<file path="config.mk">
export PLATFORM = sky130hd
export DESIGN_NAME = mac_accumulator
export DESIGN_NICKNAME = d
export VERILOG_FILES = /design/src/rtl/mac_accumulator.sv
export SDC_FILE = /design/constraint.sdc
export NUM_CORES = 1
export LEC_CHECK = 0
export ABC_AREA = 1
export BUFFER_PORTS_ARGS = -buffer_cell sky130_fd_sc_hd__buf_4
export CORE_MARGIN = 2
export CORE_UTILIZATION = 25
export CTS_BUF_LIST = sky130_fd_sc_hd__clkbuf_16
export DETAILED_ROUTE_END_ITERATION = 8
export PLACE_DENSITY_LB_ADDON = 0.08
export SYNTH_ARGS = -nofsm -noshare
export SYNTH_HDL_FRONTEND = slang
export SYNTH_SLANG_ARGS = --single-unit
</file>
<file path="constraint.sdc">
create_clock -name clk -period 3.45 [get_ports clk]
set_input_delay 0.345 -clock clk [delete_from_list [all_inputs] [get_ports clk]]
set_output_delay 0.345 -clock clk [all_outputs]
set_load 0.02 [all_outputs]
</file>
<file path="src/rtl/mac_accumulator.sv">
// mac_accumulator: accumulates a run of 1..16 unsigned 16-bit products into a
// 20-bit sum and presents the result with a valid/ready handshake.
// Build option: define MAC_PIPE_EN to register prod/valid between the input
// handshake and the adder. This adds one cycle of result latency.
module mac_accumulator (
  input  logic        clk,
  input  logic        rst_n,
  input  logic        start,
  input  logic [3:0]  len,
  input  logic [15:0] prod,
  input  logic        in_valid,
  output logic        in_ready,
  output logic [19:0] acc_out,
  output logic        out_valid,
  input  logic        out_ready,
  output logic        busy
);

  typedef enum logic [1:0] {IDLE, ACC, DONE} state_t;

  state_t      state, state_nxt;
  logic [4:0]  total;
  logic [4:0]  accepted;
  logic [4:0]  added;
  logic [19:0] acc;
  logic        beat;
  logic        load;
  logic        add_en;
  logic        add_last;
  logic [15:0] add_prod;

  assign in_ready = (state == ACC) && (accepted < total);
  assign beat     = in_valid && in_ready;
  assign load     = start && ((state == IDLE) || ((state == DONE) && out_ready));

`ifdef MAC_PIPE_EN
  logic        pipe_valid;
  logic [15:0] pipe_prod;

  // One-deep register between the handshake and the adder
  always_ff @(posedge clk or negedge rst_n) begin
    if (!rst_n) begin
      pipe_valid <= 1'b0;
      pipe_prod  <= '0;
    end else if (load) begin
      pipe_valid <= 1'b0;
    end else begin
      pipe_valid <= beat;
      if (beat) pipe_prod <= prod;
    end
  end

  assign add_en   = pipe_valid;
  assign add_prod = pipe_prod;
`else
  assign add_en   = beat;
  assign add_prod = prod;
`endif

  // The run completes on the add that brings the added count up to total.
  assign add_last = add_en && ((added + 5'd1) == total);

  // State register
  always_ff @(posedge clk or negedge rst_n) begin
    if (!rst_n) state <= IDLE;
    else        state <= state_nxt;
  end

  // Next-state logic
  always_comb begin
    state_nxt = state;
    case (state)
      IDLE:    if (start) state_nxt = ACC;
      ACC:     if (add_last) state_nxt = DONE;
      DONE:    if (out_ready) state_nxt = start ? ACC : IDLE;
      default: state_nxt = IDLE;
    endcase
  end

  // Run length, beat counters and the accumulator
  always_ff @(posedge clk or negedge rst_n) begin
    if (!rst_n) begin
      total    <= '0;
      accepted <= '0;
      added    <= '0;
      acc      <= '0;
    end else if (load) begin
      total    <= (len == 4'd0) ? 5'd16 : {1'b0, len};
      accepted <= '0;
      added    <= '0;
      acc      <= '0;
    end else if ((state == DONE) && out_ready) begin
      accepted <= '0;
      added    <= '0;
      acc      <= '0;
    end else begin
      if (beat)   accepted <= accepted + 5'd1;
      if (add_en) begin
        added <= added + 5'd1;
        acc   <= acc + {4'b0000, add_prod};
      end
    end
  end

  assign out_valid = (state == DONE);
  assign busy      = (state != IDLE);
  assign acc_out   = out_valid ? acc : '0;

endmodule
</file>
==> summary by stage <==
STA
The hold violation count in the final report is 0. The worst-case headroom to the max-slew limit is 0.492. The number of max-slew violations in the final report is 0.

The highest clock rate is 451 MHz. Setup repair after global routing left no endpoint under its margin. The clock arrives with 0.00711 ns of skew. Dividing the final minimum period by the clock period gives 0.643. The post-route minimum period is 2.22 ns. Setup violations remaining at the end of the flow were counted as 0.

The setup slack of the critical path after layout is 1.23 ns. The accumulated negative setup slack is 0 ns. At the pin with the least slew margin, the transition time is 0.762 ns.

Floorplan
The overall die width is 112 um. The I/O pin count is 48. The number of placement rows is 39. The area enclosed by the die boundary is 0.0125 mm^2. The region available for standard cell placement spans 0.0114 mm^2. For this configuration, the core starts out at a cell density of 0.255.

The height of the die is 112 um.

Finish
From synthesis to final layout, the design area changed by 20.9%. Of the cells placed in the final design, the portion with a size suffix greater than 1 is 0.143. Measured on the finished design, the core utilization comes to 0.309. The most common cell after layout, fill and taps aside is nand2_1. The net count reported at finish is 518. The top cell types in the final layout, fill and taps aside, are nand2_1 (124), inv_1 (60), nor2_1 (58), buf_4 (47), dfrtp_1 (37).

The number of diodes added for antenna fixing is 0.

Drt
The average wire per standard cell is 13.3 um. The DRC violations left is 0. Using the TritonRoute via totals, the vias-per-cell ratio works out to 4.40. The overall via count from detail_route is 2698. The pre-antenna-repair detailed-routing pass consisted of 4 iterations. The first routing iteration left 122 violations.

The aggregate routed wire length is 8.15 mm. In this run the remaining antenna-violating nets after routing total 0.

Synth
The yosys synthesis warning count is 0. Yosys mapped a number of flops with a built-in enable equal to 0. Averaged over all synthesized cells, the footprint is 6.86 um^2. The number of distinct standard cells referenced by the synthesized netlist is 32. In the synthesized netlist, the number of instances is 423. The post-synthesis sequential element count is 37. After synthesis, the share of flip-flops with an asynchronous set or reset is 1.00. When the netlist entered floorplanning its net count stood at 471.

The most used flip-flop cell after synthesis is dfrtp_1. After synthesis the cells add up to 0.00290 mm^2. Of the synthesized area, sequential elements account for 0.319.

Pwr
The part of the total power dissipated in combinational logic is 0.588. The power spent charging and discharging nets is 1.42 mW. The fraction of power spent switching nets is 0.490. The internal power of the cells totals 1.48 mW. The proportion of power drawn by flip-flops and latches is 0.262.

The total power is 2.91 mW. The total power density per cell area is 828 mW/mm^2. The maximum vdd drop is 0.000320 V. The total leakage power is 1.83 nW.

The clock group share of total power is 0.151.

Clock tree
The CTS clock-pin slew for the worst setup and hold paths is 0.06 ns. The root buffer cell chosen for the clock tree is clkbuf_16. CTS saw 37 sinks.

The number of hold buffers added after CTS was 0. In this run, CTS created clock tree buffers numbering 5. The clock latency on the worst-skew pair is 0.28 ns. After clock tree synthesis, the repair step resized 0 gates. In this run the post-CTS setup repair buffer count came out at 0. The longest clock path from root to sink contains 2 buffers. The clock tree from TritonCTS is done. The count of H-tree levels built during CTS is 2.

Placed design
Prior to clock tree synthesis, the placed netlist has a worst setup slack of 1.19 ns. Summed over all nets, the half-perimeter wirelength after detailed placement is 6.32 mm. The number of I/O port buffers is 47. The congestion estimate from routability-driven global placement came to 0.784.

GRT
For this run, the total global-route usage over all layers was measured as 0.134. Entering global routing, the biggest net connects 38 pins. The via count of the first global-routing pass is 2739. The initial antenna violation count came to 0. The first global-routing pass estimated 13.5 mm of wire. The total congestion overflow after global routing is 0.

Critical path
Of all nets on the critical path, the largest fanout is 15. The slowest stage of the critical path is the dfrtp_1 cell. The cell seen most often among critical-path stages is nand2_1.

The signal on the critical path passes through ha_1 > nand2_1 > inv_1 > o21bai_1 > nand4_4 > nand2_4 > inv_2 > nand2_1 > o21ai_0. STA classifies the critical path startpoint as a register. The worst setup path is of the register to register kind. STA puts the critical path data arrival time at 2.37 ns. The critical path's largest stage delay is 0.42 ns. The worst setup path is captured at a register. For the worst setup path, the data required time is 3.60 ns.

Run
Across the run, the number of max-cap violations was 0.

Min path
The kind of path behind the tightest hold check is input pin to asynchronous set/reset pin.

Status
The flow ran to the end, and the final reports show no timing, DRC or antenna violations.
power by group through the flow:
stage | sequential (mW) | combinational, mW | clock, mW
after floorplan | 0.726 | 1.37 | 0
after global placement | 0.771 | 1.74 | 0
after detailed placement | 0.774 | 1.73 | 0
after CTS | 0.765 | 1.74 | 0.456
after global routing | 0.789 | 1.97 | 0.470
final | 0.760 | 1.71 | 0.438
synth_stat cells (3+ instances only):
| library cell | count | area share |
|---|---|---|
| ha_1 | 22 | 0.095 |
| o22ai_1 | 8 | 0.017 |
| nand2_1 | 124 | 0.16 |
| o21ai_2 | 4 | 0.012 |
| o21ai_1 | 4 | 0.0069 |
| nor2_1 | 58 | 0.075 |
| xor2_1 | 7 | 0.021 |
| o21ai_0 | 11 | 0.019 |
| a21oi_1 | 21 | 0.036 |
| xnor2_1 | 7 | 0.021 |
| nand3_1 | 32 | 0.055 |
| nor3_1 | 3 | 0.0052 |
| inv_1 | 59 | 0.076 |
| buf_6 | 3 | 0.012 |
| dfrtp_1 | 37 | 0.32 |
worst max-delay path: cells and delay by family (launching register included):
family	cells	cell delay, ns
adders and majority gates	1	0.31
buffers and inverters	2	0.21
DFF	1	0.42
AOI/OAI and AO/OA	2	0.32
and+or+nand+nor	4	0.81
through the flow:
step / instances / cell area [um^2] / hold WS [ns]
final: 613 / 3510 / 0.0507
after global routing: 613 / 3510 / 0.0826
after CTS: 613 / 3510 / 0.0687
after detailed placement: 606 / 3380 / 0.371
after global placement: 606 / 3380 / 0.371
after floorplan: 423 / 2900 / 0.0494
layer usage:
layer | global-route usage | share of wire | vias up
met1 | 0.168 | 0.47 | 1229
met2 | 0.245 | 0.50 | 35
li1 | - | - | 1432
met4 | 0.0222 | 0.0045 | 0
met3 | 0.0223 | 0.031 | 2
met5 | 0 | 0 | -
final timing paths:
path	cells past startpoint	slack, ns	to	start
max in group asynchronous	1	3.04	added[1]$_DFFE_PN0P_	rst_n
worst min register to register	2	0.51	acc[12]$_DFFE_PN0P_	acc[12]$_DFFE_PN0P_
worst max-delay path	9	1.23	added[2]$_DFFE_PN0P_	accepted[2]$_DFFE_PN0P_
worst min-delay path	1	0.05	acc[5]$_DFFE_PN0P_	rst_n
min in group clk	3	0.28	total[0]$_DFFE_PN0P_	len[0]
worst max register to register	9	1.23	added[2]$_DFFE_PN0P_	accepted[2]$_DFFE_PN0P_
cells by family after synthesis:
kind of cell / after synthesis / synth area share
adders and majority gates: 23 / 0.102
AOI/OAI and AO/OA: 54 / 0.112
DFF: 37 / 0.319
and+or+nand+nor: 226 / 0.325
xor gates and xnor gates: 14 / 0.0422
buffers and inverters: 69 / 0.100
cell type report:
type                            instances  area (um^2)
Fill cell                            1278         7860
Multi-Input combinational cell        317         1690
Sequential cell                        37          926
Timing Repair Buffer                   47          353
Inverter                               62          235
Tap cell                              143          179
Clock buffer                            5          125
Clock inverter                          2         7.51
registers in the layout, indices dropped and copies added (netlist names):
| signal | flops |
|---|---|
| added | 5 |
| state | 2 |
| acc | 20 |
| accepted | 5 |
| total | 5 |
(Power assumes the default switching activity.)
